==> src/rtl/cacheline_adapter_pkg.sv <==
// cacheline_adapter_pkg
// Shared types, sizes and helpers for the cache-line to burst adapter.
//   cacheline_t      : one full cache line (256 bits)
//   burst_t          : one memory burst beat (64 bits)
//   adapter_state_t  : adapter FSM states
//   beat_select()    : picks one beat out of a line
//   align_address()  : clears the line-offset bits of an address
// No ports; imported by the interface, the top and the beat counter.
package cacheline_adapter_pkg;

  localparam int S_LINE      = 256;
  localparam int S_BURST     = 64;
  localparam int S_OFFSET    = 5;
  localparam int BURST_BEATS = S_LINE / S_BURST;

  typedef logic [S_LINE-1:0]  cacheline_t;
  typedef logic [S_BURST-1:0] burst_t;

  typedef enum logic [2:0] {
    IDLE,
    RD,
    RD_DONE,
    WR,
    WR_DONE
  } adapter_state_t;

  function automatic burst_t beat_select(input cacheline_t line, input logic [1:0] idx);
    return line[int'(idx)*S_BURST +: S_BURST];
  endfunction

  // Masking (rather than slicing) keeps every address bit in use.
  function automatic logic [31:0] align_address(input logic [31:0] addr);
    return addr & ~((32'd1 << S_OFFSET) - 32'd1);
  endfunction

endpackage

==> src/rtl/cacheline_adapter_if.sv <==
// cacheline_adapter_if
// Bundles the cache-side line port and the memory-side burst port.
//   Cache side : line_i, address_i, read_i, write_i (to adapter)
//                line_o, resp_o (from adapter)
//   Memory side: burst_i, resp_i (to adapter)
//                burst_o, address_o, read_o, write_o (from adapter)
// Modports:
//   slave  : the adapter's view
//   master : the surrounding cache + memory environment's view
interface cacheline_adapter_if;
  import cacheline_adapter_pkg::*;

  cacheline_t  line_i;
  cacheline_t  line_o;
  logic [31:0] address_i;
  logic        read_i;
  logic        write_i;
  logic        resp_o;
  burst_t      burst_i;
  burst_t      burst_o;
  logic [31:0] address_o;
  logic        read_o;
  logic        write_o;
  logic        resp_i;

  modport slave (
    input  line_i, address_i, read_i, write_i, burst_i, resp_i,
    output line_o, resp_o, burst_o, address_o, read_o, write_o
  );

  modport master (
    output line_i, address_i, read_i, write_i, burst_i, resp_i,
    input  line_o, resp_o, burst_o, address_o, read_o, write_o
  );

endinterface

==> src/rtl/cacheline_adapter_beat.sv <==
// adapter_beat_counter
// Two-bit beat index for a 4-beat burst.
//   clk, reset : clock, async active-high reset
//   clear      : restart at beat 0 (new transaction)
//   advance    : step to the next beat (memory acknowledged one)
//   count      : current beat index
//   last       : current beat is the final beat of the line
module adapter_beat_counter
  import cacheline_adapter_pkg::*;
(
  input  logic       clk,
  input  logic       reset,
  input  logic       clear,
  input  logic       advance,
  output logic [1:0] count,
  output logic       last
);

  // The advance on the final beat wraps naturally back to 0.
  always_ff @(posedge clk or posedge reset) begin
    if (reset) begin
      count <= 2'd0;
    end else if (clear) begin
      count <= 2'd0;
    end else if (advance) begin
      count <= count + 2'd1;
    end
  end

  assign last = (count == 2'(BURST_BEATS - 1));

endmodule

==> src/rtl/cacheline_adapter.sv <==
// cacheline_adapter
// Turns one 256-bit cache line read/write into a 4-beat 64-bit memory
// burst, and returns one line response after the last beat.
//   clk, reset : clock, async active-high reset
//   bus        : cacheline_adapter_if.slave (cache line port + burst port)
// Optional (macro CACHELINE_ADAPTER_PERF_EN):
//   rd_count_o     : completed line reads, saturating
//   wr_count_o     : completed line writes, saturating
//   stall_cycles_o : burst cycles spent waiting on memory, saturating
module cacheline_adapter
  import cacheline_adapter_pkg::*;
(
  input  logic clk,
  input  logic reset,
  cacheline_adapter_if.slave bus
`ifdef CACHELINE_ADAPTER_PERF_EN
  ,
  output logic [31:0] rd_count_o,
  output logic [31:0] wr_count_o,
  output logic [31:0] stall_cycles_o
`endif
);

  adapter_state_t state, state_next;
  logic           read_q, read_next;
  logic           write_q, write_next;
  logic           resp_q, resp_next;
  logic           count_clear, count_advance;
  logic           accept_read, accept_write, capture_beat;
  logic [1:0]     beat_count;
  logic           last_beat;
  cacheline_t     write_buffer;
  cacheline_t     line_q;
  burst_t         burst_q;
  logic [31:0]    address_q;

  adapter_beat_counter beat_counter (
    .clk     (clk),
    .reset   (reset),
    .clear   (count_clear),
    .advance (count_advance),
    .count   (beat_count),
    .last    (last_beat)
  );

  // State and registered control outputs.
  always_ff @(posedge clk or posedge reset) begin
    if (reset) begin
      state   <= IDLE;
      read_q  <= 1'b0;
      write_q <= 1'b0;
      resp_q  <= 1'b0;
    end else begin
      state   <= state_next;
      read_q  <= read_next;
      write_q <= write_next;
      resp_q  <= resp_next;
    end
  end

  // Next-state logic. resp is raised on the same edge that enters a DONE
  // state so it is visible during the single DONE cycle.
  always_comb begin
    state_next    = state;
    read_next     = read_q;
    write_next    = write_q;
    resp_next     = 1'b0;
    count_clear   = 1'b0;
    count_advance = 1'b0;
    accept_read   = 1'b0;
    accept_write  = 1'b0;
    capture_beat  = 1'b0;
    case (state)
      IDLE: begin
        if (bus.read_i) begin
          state_next  = RD;
          read_next   = 1'b1;
          count_clear = 1'b1;
          accept_read = 1'b1;
        end else if (bus.write_i) begin
          state_next   = WR;
          write_next   = 1'b1;
          count_clear  = 1'b1;
          accept_write = 1'b1;
        end
      end
      RD: begin
        if (bus.resp_i) begin
          count_advance = 1'b1;
          capture_beat  = 1'b1;
          if (last_beat) begin
            read_next  = 1'b0;
            resp_next  = 1'b1;
            state_next = RD_DONE;
          end
        end
      end
      WR: begin
        if (bus.resp_i) begin
          count_advance = 1'b1;
          if (last_beat) begin
            write_next = 1'b0;
            resp_next  = 1'b1;
            state_next = WR_DONE;
          end
        end
      end
      RD_DONE, WR_DONE: begin
        state_next = IDLE;
      end
      default: begin
        state_next = IDLE;
        read_next  = 1'b0;
        write_next = 1'b0;
      end
    endcase
  end

  // Datapath: address/write buffer capture, read line assembly, and the
  // write beat presented to memory (pre-loaded with beat 0 on accept,
  // then stepped to the next beat after each acknowledge).
  always_ff @(posedge clk or posedge reset) begin
    if (reset) begin
      address_q    <= '0;
      write_buffer <= '0;
      line_q       <= '0;
      burst_q      <= '0;
    end else begin
      if (accept_read || accept_write) begin
        address_q <= align_address(bus.address_i);
      end
      if (accept_write) begin
        write_buffer <= bus.line_i;
        burst_q      <= bus.line_i[S_BURST-1:0];
      end
      if (capture_beat) begin
        line_q[int'(beat_count)*S_BURST +: S_BURST] <= bus.burst_i;
      end
      if (state == WR && bus.resp_i && !last_beat) begin
        burst_q <= beat_select(write_buffer, beat_count + 2'd1);
      end
    end
  end

  assign bus.line_o    = line_q;
  assign bus.resp_o    = resp_q;
  assign bus.burst_o   = burst_q;
  assign bus.address_o = address_q;
  assign bus.read_o    = read_q;
  assign bus.write_o   = write_q;

`ifdef CACHELINE_ADAPTER_PERF_EN
  logic rd_finish, wr_finish, stall_now;

  assign rd_finish = resp_next && (state == RD);
  assign wr_finish = resp_next && (state == WR);
  assign stall_now = ((state == RD) || (state == WR)) && !bus.resp_i;

  // Saturating event counters.
  always_ff @(posedge clk or posedge reset) begin
    if (reset) begin
      rd_count_o     <= '0;
      wr_count_o     <= '0;
      stall_cycles_o <= '0;
    end else begin
      if (rd_finish && rd_count_o != 32'hFFFF_FFFF) begin
        rd_count_o <= rd_count_o + 32'd1;
      end
      if (wr_finish && wr_count_o != 32'hFFFF_FFFF) begin
        wr_count_o <= wr_count_o + 32'd1;
      end
      if (stall_now && stall_cycles_o != 32'hFFFF_FFFF) begin
        stall_cycles_o <= stall_cycles_o + 32'd1;
      end
    end
  end
`endif

endmodule

==> src/flat_wrapper.sv <==
// flat-port wrapper written by rule: the top's interface ports become plain ports
module cacheline_adapter_flat import cacheline_adapter_pkg::*;
  (clk, reset, bus_line_i, bus_address_i, bus_read_i, bus_write_i, bus_burst_i, bus_resp_i, bus_line_o, bus_resp_o, bus_burst_o, bus_address_o, bus_read_o, bus_write_o);
  cacheline_adapter_if bus_i ();
  input  logic clk;
  input  logic reset;
  input wire logic [$bits(bus_i.line_i)-1:0] bus_line_i;
  input wire logic [$bits(bus_i.address_i)-1:0] bus_address_i;
  input wire logic [$bits(bus_i.read_i)-1:0] bus_read_i;
  input wire logic [$bits(bus_i.write_i)-1:0] bus_write_i;
  input wire logic [$bits(bus_i.burst_i)-1:0] bus_burst_i;
  input wire logic [$bits(bus_i.resp_i)-1:0] bus_resp_i;
  output wire logic [$bits(bus_i.line_o)-1:0] bus_line_o;
  output wire logic [$bits(bus_i.resp_o)-1:0] bus_resp_o;
  output wire logic [$bits(bus_i.burst_o)-1:0] bus_burst_o;
  output wire logic [$bits(bus_i.address_o)-1:0] bus_address_o;
  output wire logic [$bits(bus_i.read_o)-1:0] bus_read_o;
  output wire logic [$bits(bus_i.write_o)-1:0] bus_write_o;
  assign bus_i.line_i = bus_line_i;
  assign bus_i.address_i = bus_address_i;
  assign bus_i.read_i = bus_read_i;
  assign bus_i.write_i = bus_write_i;
  assign bus_i.burst_i = bus_burst_i;
  assign bus_i.resp_i = bus_resp_i;
  assign bus_line_o = bus_i.line_o;
  assign bus_resp_o = bus_i.resp_o;
  assign bus_burst_o = bus_i.burst_o;
  assign bus_address_o = bus_i.address_o;
  assign bus_read_o = bus_i.read_o;
  assign bus_write_o = bus_i.write_o;
  cacheline_adapter u_core (.clk(clk), .reset(reset), .bus(bus_i));
endmodule
==> config.mk <==
export PLATFORM = sky130hd
export DESIGN_NAME = cacheline_adapter_flat
export DESIGN_NICKNAME = d
export VERILOG_FILES = /design/src/rtl/cacheline_adapter_pkg.sv /design/src/rtl/cacheline_adapter_if.sv /design/src/rtl/cacheline_adapter_beat.sv /design/src/rtl/cacheline_adapter.sv /design/src/flat_wrapper.sv
export SDC_FILE = /design/constraint.sdc
export NUM_CORES = 1
export LEC_CHECK = 0
export CELL_PAD_IN_SITES_DETAIL_PLACEMENT = 0
export CELL_PAD_IN_SITES_GLOBAL_PLACEMENT = 1
export CORE_AREA = 2 2 279 281
export CTS_BUF_LIST = sky130_fd_sc_hd__clkbuf_4 sky130_fd_sc_hd__clkbuf_8 sky130_fd_sc_hd__clkbuf_16
export CTS_CLUSTER_DIAMETER = 150
export DETAILED_ROUTE_END_ITERATION = 10
export DIE_AREA = 0 0 281 283
export DONT_BUFFER_PORTS = 1
export GPL_ROUTABILITY_DRIVEN = 1
export PLACE_DENSITY = 0.59
export SYNTH_ARGS = -nofsm -noshare
export SYNTH_HDL_FRONTEND = slang
export SYNTH_SLANG_ARGS = --single-unit
==> constraint.sdc <==
create_clock -name clk -period 22 [get_ports clk]
set_input_delay 4.4 -clock clk [delete_from_list [all_inputs] [get_ports clk]]
set_output_delay 4.4 -clock clk [all_outputs]
set_load 0.02 [all_outputs]
# After elaboration in Yosys (flattened, before gate mapping)
# Cells that the tools add are included.
# totals
reg_bits,611
in_bits,357
wordCells,74
out_inout_bits,355
# op_classes
n_mux,32
n_shift,3
addsub,2
bitwise,2
reduce_logical,13
n_eq_ne,13
# op_table
op,n
256-bit bitwise mux,1
"64-bit by 33-bit variable shift with 256-bit output, first input constant",1
256-bit by 9-bit variable part select with 64-bit output,1
64-bit by 33-bit variable part select with 256-bit output,1
64-bit two-way mux,2
8-bit negation with 33-bit output,1
1-bit two-way mux,18
3-bit two-way mux,6
"2-bit inequality test, second input constant",5
5-bit AND reduction,2
3-bit one-hot mux with 3 select lines,1
"3-bit by 2-bit == test with 1-bit output, second input constant",2
1-bit one-hot mux with 3 select lines,2
3-bit OR reduction,2
2-bit two-way mux,2
"2-bit by 1-bit inequality test with 1-bit output, second input constant",2
4-bit AND reduction,1
2-bit nonzero test,2
"3-bit by 1-bit == test with 1-bit output, second input constant",1
"3-bit == test, second input constant",1
3-bit zero test,1
"3-bit inequality test, second input constant",1
"2-bit by 1-bit adder with 2-bit output, second input constant",1
"2-bit == test, second input constant",1
other kinds (5),7

# Longest topological paths before layout
# Gate-level depths: netlist (run 1).
# logic_depth
ltp_word,5
mapped_depth,9
ltp_nobuf,5

# Cells and area by module
# Synthesis (run 1) repeated with hierarchy kept, for this count alone.
# hier_totals
hier_cells,2210
hier_area_um2,26875.8
# by_module_without_submodules
module,seq_area_each_um2,area_per_inst_um2,cells_each,n_inst
cacheline_adapter,15239.6,26783.2,2202,1
adapter_beat_counter,50.0,92.6,8,1

# Worst setup path before layout (run 1)
# OpenSTA, ideal clock, no wires.
# synth_timing
path_kind,input to register
startpoint,input port bus_read_i
endpoint,register u_core.write_buffer[100]
path_slack_ns,16.427
cell_stages,6
path_buffers,3
t_arrival_ns,5.445
required_time_ns,21.873
setup_ns,0.127
cell_sequence,nor3b_2 and2_1 buf_4 buf_6 buf_6 mux2_1
# synth_via
elab_chain_cells,2
# synth_rtl
element,line_no,rtl
from (decl),flat_wrapper.sv:9,input wire logic [$bits(bus_i.read_i)-1:0] bus_read_i;
1-bit two-way mux,cacheline_adapter.sv:75,if (bus.read_i) begin
1-bit two-way mux,cacheline_adapter.sv:73,case (state)
to (signal assigned),cacheline_adapter.sv:133,write_buffer <= bus.line_i;
to (decl),cacheline_adapter.sv:32,cacheline_t write_buffer;
# Every way passes these cells.
# A chain may end at the register's enable or synchronous reset.

==> results of run 1 <==
==> layout by cell type (no fill, tap or decap), drive strengths merged, types with 10 or more instances in the layout <==
cell type    n
clkinv      10
o21ai      321
mux4        64
inv        392
nand4      257
clkbuf     104
mux2       219
nand3      128
dfrtp      611
diode       19
o311ai      64
buf         34
==> routing by layer <==
layer | vias to the layer above | share of wire (%) | track usage [%]
met5 | - | 0.30 | 0
met4 | 40 | 3.2 | 7.97
met3 | 187 | 11 | 9.22
met2 | 752 | 48 | 35.2
met1 | 9237 | 38 | 26.0
li1 | 7889 | - | -
==> power by group <==
group	switching [uW]	internal, uW	total, uW	leakage, uW
combinational	800	591	1390	0.00379
clock	490	735	1230	0.00122
sequential	681	1590	2280	0.00772
==> cells in the mapped netlist, types with 6 or more instances <==
cell type / n
and2_1: 7
buf_1: 26
buf_2: 79
buf_4: 26
buf_6: 28
clkbuf_1: 51
dfrtp_1: 611
ha_1: 6
inv_1: 388
mux2_1: 192
mux2_2: 27
mux4_2: 64
nand3_1: 128
nand4_1: 257
o21ai_0: 61
o21ai_1: 260
o311ai_2: 60
==> layout make-up <==
type                       count  share of cell area, %
antenna                       19                  0.158
clock buffer                 104                   7.22
clock inverter                21                  0.922
inverter                     388                   4.88
multi-input combinational   1096                   30.6
sequential                   611                   51.0
tap                         1040                   4.34
timing repair buffer          34                  0.893
==> stage by stage <==
| step | util (%) | area (um2) | setup slack, ps | std cells |
|---|---|---|---|---|
| 2_1_floorplan | - | 27000 | 493 | 2305 |
| 3_3_place_gp | 35.9 | 27500 | 13800 | 3169 |
| 3_5_place_dp | 35.9 | 27500 | 13740 | 3169 |
| 4_1_cts | 39.0 | 30000 | 14370 | 3294 |
| 5_1_grt | 39.1 | 30000 | 13980 | 3308 |
| 6_report | 39.1 | 30000 | 14540 | 3313 |
==> final timing paths <==
kind / start / endpoint / slack, ps / depth (start not counted)
worst max-delay path: reset / u_core.bus.line_o[67]$_DFFE_PP0P_ / 14540 / 5
worst min register to register: u_core.write_buffer[199]$_DFFE_PP0P_ / u_core.write_buffer[199]$_DFFE_PP0P_ / 480 / 1
worst min-delay path: u_core.write_buffer[199]$_DFFE_PP0P_ / u_core.write_buffer[199]$_DFFE_PP0P_ / 480 / 1
max in group clk: bus_resp_i / u_core.bus.line_o[86]$_DFFE_PP0P_ / 15000 / 6
worst max register to register: u_core.beat_counter.count[0]$_DFFE_PP0P_ / u_core.bus.burst_o[27]$_DFFE_PP0P_ / 18040 / 6
min in group asynchronous: reset / u_core.bus.line_o[45]$_DFFE_PP0P_ / 3810 / 1
==> flip-flops by register name, summed over array words and instances (netlist names) <==
signal,cells
u_core.bus.line_o,256
u_core.write_buffer,256
u_core.bus.burst_o,64
u_core.bus.address_o,27
u_core.state,3
u_core.beat_counter.count,2
u_core.bus.read_o,1
u_core.bus.resp_o,1
u_core.bus.write_o,1
==> worst register-to-register path: stages (launching register included) <==
cell	delay, ps
dfrtp_4	800
ha_1	490
nor2b_4	130
buf_4	780
and2_4	600
buf_4	780
o311ai_2	240
==> cell families (layout without fill, tap and decap cells) <==
logic type                 count (synthesis)  count (layout)  share of synthesized area, %
AOI/OAI and AO/OA                        392             392                          9.88
xor gates and xnor gates                   1               1                        0.0324
adders and majority gates                  6               6                         0.278
buffers and inverters                    598             547                          9.81
DFF                                      611             611                          56.6
muxes                                    284             284                          14.5
other                                      1              24                        0.0139
and+or+nand+nor                          408             408                          8.89
==> flow_summary.json, run 1 <==
{
  "crit_chain": "inv_8, buf_4, buf_4, buf_4, buf_4",
  "yosysTopAreaCellShare_pct": 56.6,
  "start_kind": "input pin",
  "ys_types": 37,
  "slowest_delay_ps": 810,
  "p_leak_uw": 0.0127,
  "grt_first_pass_wirelength_mm": 131,
  "final-setup-viol-count": 0,
  "vdd.ir_drop.worst_mv": 0.0882,
  "fin_crit_sh_pct": 33.9,
  "tritoncts.num_buffers": 71,
  "synthArstFlopShare_pct": 100,
  "layout-drive-gt1-share_pct": 14.7,
  "pin_count": 712,
  "clk_pin_slew_ps": 60,
  "synth.yosys.seq_area_share_pct": 56.6,
  "syn-cell-area_um2": 27000,
  "ys.flop_type": "dfrtp_1",
  "fp.dieArea_um2": 79500,
  "io_buffers": 0,
  "crit_path_frequent_cell": "buf_4",
  "grt_pass1_vias": 18917,
  "initial_core_util_pct": 35.2,
  "grt_max_degree": 185,
  "die_height_um": 283,
  "multi_input_area_um2": 9180,
  "cts.repair.resized": 0,
  "cp-end-kind": "asynchronous set/reset pin",
  "synth_edf_count": 0,
  "seq_area_um2": 15300,
  "crit_family": "buffers and inverters",
  "first_pass_iters": 5,
  "ant_nets": 0,
  "clk_latency_ps": 610,
  "nets": 2565,
  "synth_area_leader_cell": "dfrtp_1",
  "cts_tree": "built",
  "power_density_nw_per_um2": 163,
  "rsz0062_at_grt": "no",
  "die_w_um": 281,
  "status": "finished, final reports clean",
  "synth_seq_cells": 611,
  "setup_tns_ps": 0,
  "dp_hpwl_mm": 56.5,
  "fin_hold_ws_ps": 479,
  "clock.fmax_ghz": 0.134,
  "synth_cells": 2301,
  "finalHoldViolations": 0,
  "antenna_found_initial": 51,
  "avgViaCountPerCell": 5.46,
  "nFillCells": 7394,
  "worstPathBufferInverterCount": 5,
  "post_cts_buffers": 0,
  "cts_sinks": 611,
  "grt-ovfl-total": 0,
  "drt_iter0_drc": 1331,
  "rows": 102,
  "tightestPinTransition_ps": 1200,
  "drc_errors": 0,
  "period_needed_ps": 7460,
  "path_class": "in2async",
  "syn_to_final_growth_pct": 11.0,
  "cts_hold_buf": 0,
  "htree_num_levels": 3,
  "skew_ps": 27.1,
  "path_max_fanout": 125,
  "gp_congestion": 0.828,
  "slew_headroom_pct": 20.0,
  "dr_total_vias": 18105,
  "critPathRequiredTime_ps": 22630,
  "hold_path_class": "reg2reg",
  "cap_violations": 0,
  "syn_avg_cell_area_um2": 11.7,
  "drt-total-wl_mm": 88.5,
  "coreArea_um2": 76700,
  "arrival_ps": 8090,
  "synth.area.top_cells": "dfrtp_1 (57%), mux2_1 (8.0%), nand4_1 (6.0%)",
  "yosysWarningCount": 0,
  "cts_root_buffer": "clkbuf_16",
  "final_max_slew_viol_count": 0,
  "grtUsageTotal_pct": 21.9,
  "p_total_uw": 4890,
  "max-clock-path-buffers": 3,
  "avgRoutedWirePerCell_um": 26.7,
  "slowest_stage": "buf_4"
}
No activity file was read; power rests on OpenSTA's default activity.
==> run 2, diff against run 1 <==
Clock period 22 ns to 6.6 ns, I/O delays scaled along.
==> run 2 against run 1 <==
Compared with the run above: global-route usage barely moved; setup slack got worse by 12000 ps; count of clock-buffer cells in the layout rose by 6; worst hold slack barely moved; critical path type is now reg2reg; first-iteration DRC count fell by 6.5%; sequential power rose to 3.3 times the previous value; cell count barely moved; combinational power rose to 3.3 times the previous value; register-to-register slack got worse by 15000 ps; sequential cell count did not move; wire length fell by 0.96%; sequential share of layout area barely moved; critical endpoint is now u_core.bus.line_o[159]$_DFFE_PP0P_.
==> flow_summary.json, run 2 (synthesis results as in run 1) <==
{
  "rows": 102,
  "post_cts_buffers": 0,
  "first_pass_iters": 5,
  "final-setup-viol-count": 0,
  "cts.repair.resized": 0,
  "slew_headroom_pct": 26.7,
  "setup_tns_ps": 0,
  "period_needed_ps": 3920,
  "cts_hold_buf": 0,
  "finalHoldViolations": 0,
  "worstPathBufferInverterCount": 2,
  "dr_total_vias": 18091,
  "vdd.ir_drop.worst_mv": 0.342,
  "setup_ws_ps": 2680,
  "layout-drive-gt1-share_pct": 14.8,
  "antenna_found_initial": 48,
  "mostFrequentLayoutCell": "dfrtp_1",
  "nets": 2565,
  "fin_crit_sh_pct": 59.4,
  "drt-total-wl_mm": 87.6,
  "cp-end-kind": "flop",
  "grt_pass1_vias": 19103,
  "instances_no_fill": 3315,
  "drt_iter0_drc": 1244,
  "cts_tree": "built",
  "avgRoutedWirePerCell_um": 26.4,
  "die_w_um": 281,
  "syn_to_final_growth_pct": 11.0,
  "dp_hpwl_mm": 56.6,
  "power_density_nw_per_um2": 539,
  "final_max_slew_viol_count": 0,
  "clock.fmax_ghz": 0.255,
  "hold_path_class": "reg2reg",
  "fp.dieArea_um2": 79500,
  "status": "finished, final reports clean",
  "ant_nets": 0,
  "slowest_stage": "dfrtp_4",
  "slowest_delay_ps": 940,
  "max-clock-path-buffers": 3,
  "crit_chain": "inv_1, ha_4, nor3b_2, buf_4, nand4_1, o21ai_1",
  "htree_num_levels": 3,
  "path_class": "reg2reg",
  "drc_errors": 0,
  "dp.cells": 3168,
  "grt-ovfl-total": 0,
  "io_buffers": 0,
  "die_height_um": 283,
  "tritoncts.num_buffers": 72,
  "initial_core_util_pct": 35.2,
  "skew_ps": 20.7,
  "tightestPinTransition_ps": 1100,
  "arrival_ps": 4430,
  "start_kind": "flop",
  "rsz0062_at_grt": "no",
  "mostFrequentLayoutCells": "dfrtp_1 (610), inv_1 (387), o21ai_1 (260)",
  "coreArea_um2": 76700,
  "critPathRequiredTime_ps": 7110,
  "path_max_fanout": 52,
  "cap_violations": 0,
  "cts_root_buffer": "clkbuf_16",
  "grt_max_degree": 181,
  "clk_latency_ps": 620,
  "pin_count": 712,
  "clk_pin_slew_ps": 60,
  "gp_congestion": 0.826,
  "dp_slack_ps": 2560,
  "p_leak_uw": 0.0127,
  "avgViaCountPerCell": 5.46,
  "grt_first_pass_wirelength_mm": 131,
  "cts_sinks": 611,
  "grtUsageTotal_pct": 21.8,
  "nFillCells": 7394,
  "crit_family": "simple AND/OR/NAND/NOR gates"
}
==> run 2: cell count changes in the layout (fill, tap and decap cells not counted), moves of 2 or more <==
cell	delta
buf_4	-6
clkbuf_8	-4
clkbuf_4	+9
bufinv_16	-3
buf_12	+5
clkinv_2	+2
==> run 2: final timing paths <==
path / start / to / slack (ps) / cells past startpoint
max: u_core.beat_counter.count[0]$_DFFE_PP0P_ / u_core.bus.line_o[159]$_DFFE_PP0P_ / 2680 / 6
max reg2reg: u_core.beat_counter.count[0]$_DFFE_PP0P_ / u_core.bus.line_o[159]$_DFFE_PP0P_ / 2680 / 6
min: u_core.write_buffer[200]$_DFFE_PP0P_ / u_core.write_buffer[200]$_DFFE_PP0P_ / 480 / 1
min in group asynchronous: reset / u_core.bus.line_o[111]$_DFFE_PP0P_ / 670 / 1
min reg2reg: u_core.write_buffer[200]$_DFFE_PP0P_ / u_core.write_buffer[200]$_DFFE_PP0P_ / 480 / 1
max in group asynchronous: reset / u_core.beat_counter.count[0]$_DFFE_PP0P_ / 4170 / 3
==> run 2: layer usage <==
metal | part of all wire (%) | routed length [um] | track usage [%] | up-vias
met4 | 2.9 | 2560 | 7.81 | 42
met1 | 38 | 33000 | 25.7 | 9248
met2 | 49 | 42800 | 36.1 | 732
met5 | 0.31 | 274 | 0 | -
li1 | - | - | - | 7899
met3 | 10 | 9010 | 8.55 | 170
==> run 2: power breakdown <==
part,internal (uW),switching (uW)
Combinational,1970,2630
Clock,2360,1620
Sequential,5310,2260
==> run 2: final cells by class <==
cell class                      instances  area [um2]  share of cell area (%)
Antenna cell                           20        50.0                   0.167
Clock buffer                          110        2200                    7.35
Clock inverter                         17         169                   0.563
Inverter                              388        1460                    4.87
Multi-Input combinational cell       1096        9180                    30.6
Sequential cell                       611       15300                    51.0
Tap cell                             1040        1300                    4.34
Timing Repair Buffer                   33         323                    1.08
==> run 2: metrics by stage <==
stage	instance area [um2]	total power [uW]	hold WS, ps	util [%]
6_report	30000	16100	478	39.1
5_1_grt	30000	17100	497	39.1
4_1_cts	29900	16400	484	39.0
3_5_place_dp	27600	12300	471	35.9
3_3_place_gp	27600	12100	464	35.9
2_1_floorplan	27000	10700	452	-
==> run 3, diff against run 2 <==
Settings changed: ABC_AREA set to 1, CORE_AREA 2 2 279 281 to 2 2 277 279, DIE_AREA 0 0 281 283 to 0 0 279 281, PLACE_DENSITY 0.59 to 0.64.
Clock period 6.6 ns to 3.3 ns, I/O delays scaled along.
==> run 3 against run 2 <==
Compared with the run above: sequential cell count stayed put; critical path depth stayed put; synthesized area is 0.70% higher; cell count is 33% higher; core utilization is 1.6 points higher; clock power is 110% higher; worst hold slack worse by 440 ps; total power is 110% higher; first-iteration DRC count is 39% higher; global-route usage is 1.9 points higher; clock skew is 1.1 ps lower; wire length is 9.1% higher; critical path type unchanged.
==> flow_summary.json, run 3 <==
{
  "status": "finished, final reports clean",
  "yosysWarningCount": 0,
  "grt-ovfl-total": 0,
  "final_max_slew_viol_count": 0,
  "antenna_found_initial": 21,
  "period_needed_ps": 2850,
  "vdd.ir_drop.worst_mv": 0.750,
  "cts_hold_buf": 0,
  "grt_max_degree": 183,
  "ant_nets": 0,
  "io_buffers": 0,
  "synthArstFlopShare_pct": 100,
  "layout-drive-gt1-share_pct": 6.51,
  "grtUsageTotal_pct": 23.8,
  "final-setup-viol-count": 0,
  "clockPowerShare_pct": 24.3,
  "die_height_um": 281,
  "initial_core_util_pct": 36.1,
  "synth_seq_cells": 611,
  "rows": 101,
  "rsz0062_at_grt": "no",
  "synth_edf_count": 0,
  "path_max_fanout": 62,
  "ys_top_cells_by_count": "nand2_1 (1640), dfrtp_1 (611), nand3_1 (330), o21ai_1 (240), nor2_1 (137)",
  "tritoncts.num_buffers": 73,
  "power.net_switching_uw": 15600,
  "fp.dieArea_um2": 78400,
  "swShare_pct": 45.1,
  "grt_first_pass_wirelength_mm": 143,
  "nets": 3717,
  "mostFrequentLayoutCell": "nand2_1",
  "drt_iter0_drc": 1734,
  "die_w_um": 279,
  "cts_tree": "built",
  "power_density_nw_per_um2": 1130,
  "slew_headroom_pct": 27.9,
  "clk_pin_slew_ps": 60,
  "gp_congestion": 0.852,
  "finalHoldViolations": 0,
  "clock.fmax_ghz": 0.350,
  "synth_cells": 3460,
  "syn_avg_cell_area_um2": 7.86,
  "path_class": "reg2reg",
  "skew_ps": 19.7,
  "grt_pass1_vias": 22209,
  "max-clock-path-buffers": 3,
  "cts_sinks": 611,
  "cts_root_buffer": "clkbuf_16",
  "cts.repair.resized": 0,
  "avgViaCountPerCell": 5.16,
  "fin_crit_sh_pct": 86.5,
  "clk_latency_ps": 610,
  "synth.area.top_cells": "dfrtp_1 (56%), nand2_1 (23%), nand3_1 (6.1%)",
  "pin_count": 712,
  "start_kind": "flop",
  "mostFrequentLayoutCells": "nand2_1 (1638), dfrtp_1 (610), nand3_1 (328)",
  "post_cts_buffers": 0,
  "coreArea_um2": 75400,
  "critPathRequiredTime_ps": 3830,
  "ys.flop_type": "dfrtp_1",
  "setup_ws_ps": 446,
  "p_leak_uw": 0.0163,
  "drt-total-wl_mm": 95.6,
  "syn_to_final_growth_pct": 12.8,
  "dp_slack_ps": 460,
  "ys_types": 24,
  "hold_path_class": "in2async",
  "yosysTopAreaCellShare_pct": 56.2,
  "arrival_ps": 3380,
  "syn-cell-area_um2": 27200,
  "setup_tns_ps": 0,
  "p_total_uw": 34600,
  "synth_most_common_cell": "nand2_1",
  "first_pass_iters": 6,
  "synth.yosys.seq_area_share_pct": 56.2,
  "dr_total_vias": 22692,
  "tightestPinTransition_ps": 1080,
  "synth_area_leader_cell": "dfrtp_1",
  "avgRoutedWirePerCell_um": 21.7,
  "cap_violations": 0,
  "seqPwrFrac_pct": 44.6,
  "nFillCells": 7763,
  "drc_errors": 0,
  "htree_num_levels": 3,
  "cp-end-kind": "flop",
  "dp_hpwl_mm": 61.8,
  "internal_power_uw": 19000,
  "p_comb_share_pct": 31.1
}
[run 3: cell types whose count changed after synthesis, sizes merged, moves of 3 or more]
cell | before | now
mux2 | 219 | 0
o311ai | 64 | 0
mux4 | 64 | 0
and2 | 7 | 0
nor2 | 4 | 142
inv | 388 | 86
nor3b | 4 | 1
nand2 | 2 | 1642
nor3 | 0 | 129
clkbuf | 51 | 70
nand4 | 257 | 1
nand3 | 128 | 330
o21ai | 321 | 260
buf | 159 | 179
[run 3: kinds of logic after synthesis]
| family | share of synthesized area (%) |
|---|---|
| other | 0.0138 |
| AND/OR/NAND/NOR | 33.3 |
| AO/OA/AOI/OAI | 4.80 |
| adder cells (fa/ha/maj) | 0.276 |
| buffers and inverters | 5.41 |
| flip-flops | 56.2 |
[run 3: power by group through the flow]
stage               clock (uW)  combinational, uW  sequential (uW)
floorplan                    0               7890            14400
global placement             0              10600            15500
detailed placement           0              10800            15500
CTS                       8580              10900            15400
global route              8920              12200            15800
finish                    8400              10800            15400
[run 3: critical path, stage by stage (launching register included)]
cell and delay [ps]:
dfrtp_4 430, buf_4 640, nand3_2 940, buf_4 490, nor2_1 100, nand2_1 60
nand2_1 80
[run 3: cell type report]
type / count / area [um2] / share of cell area (%)
multi-input cells: 2517 / 10500 / 34.3
flip-flops and latches: 611 / 15300 / 49.8
repair buffers: 64 / 731 / 2.38
clock buffers: 109 / 2260 / 7.38
well taps: 978 / 1220 / 3.99
clock inverters: 23 / 278 / 0.905
diodes: 12 / 30.0 / 0.0979
inverters: 87 / 343 / 1.12
[run 3: final timing paths]
check | end | cells past startpoint | from | slack [ps]
max in group asynchronous | u_core.beat_counter.count[0]$_DFFE_PP0P_ | 2 | reset | 2220
worst min register to register | u_core.write_buffer[198]$_DFFE_PP0P_ | 2 | u_core.write_buffer[198]$_DFFE_PP0P_ | 480
worst max register to register | u_core.bus.line_o[228]$_DFFE_PP0P_ | 6 | u_core.beat_counter.count[0]$_DFFE_PP0P_ | 450
min in group clk | u_core.write_buffer[146]$_DFFE_PP0P_ | 2 | bus_line_i[146] | 160
worst min-delay path | u_core.bus.line_o[119]$_DFFE_PP0P_ | 1 | reset | 30
worst max-delay path | u_core.bus.line_o[228]$_DFFE_PP0P_ | 6 | u_core.beat_counter.count[0]$_DFFE_PP0P_ | 450
[run 3: stage by stage]
step / hold WS (ps) / cells / instance area (um2) / utilization (%)
3_3_place_gp: 463 / 4257 / 28100 / 37.3
3_5_place_dp: 465 / 4257 / 28100 / 37.3
2_1_floorplan: 449 / 3464 / 27200 / -
6_report: 34.4 / 4401 / 30700 / 40.7
4_1_cts: 7.47 / 4389 / 30700 / 40.6
5_1_grt: 23.3 / 4399 / 30700 / 40.7
[run 3: per-layer routing]
layer / global-route usage, % / vias to the layer above / routed length (um)
met4: 9.06 / 20 / 2870
met2: 38.4 / 792 / 45500
li1: - / 10720 / -
met5: 0 / - / 134
met3: 8.60 / 160 / 9200
met1: 29.0 / 11000 / 37900
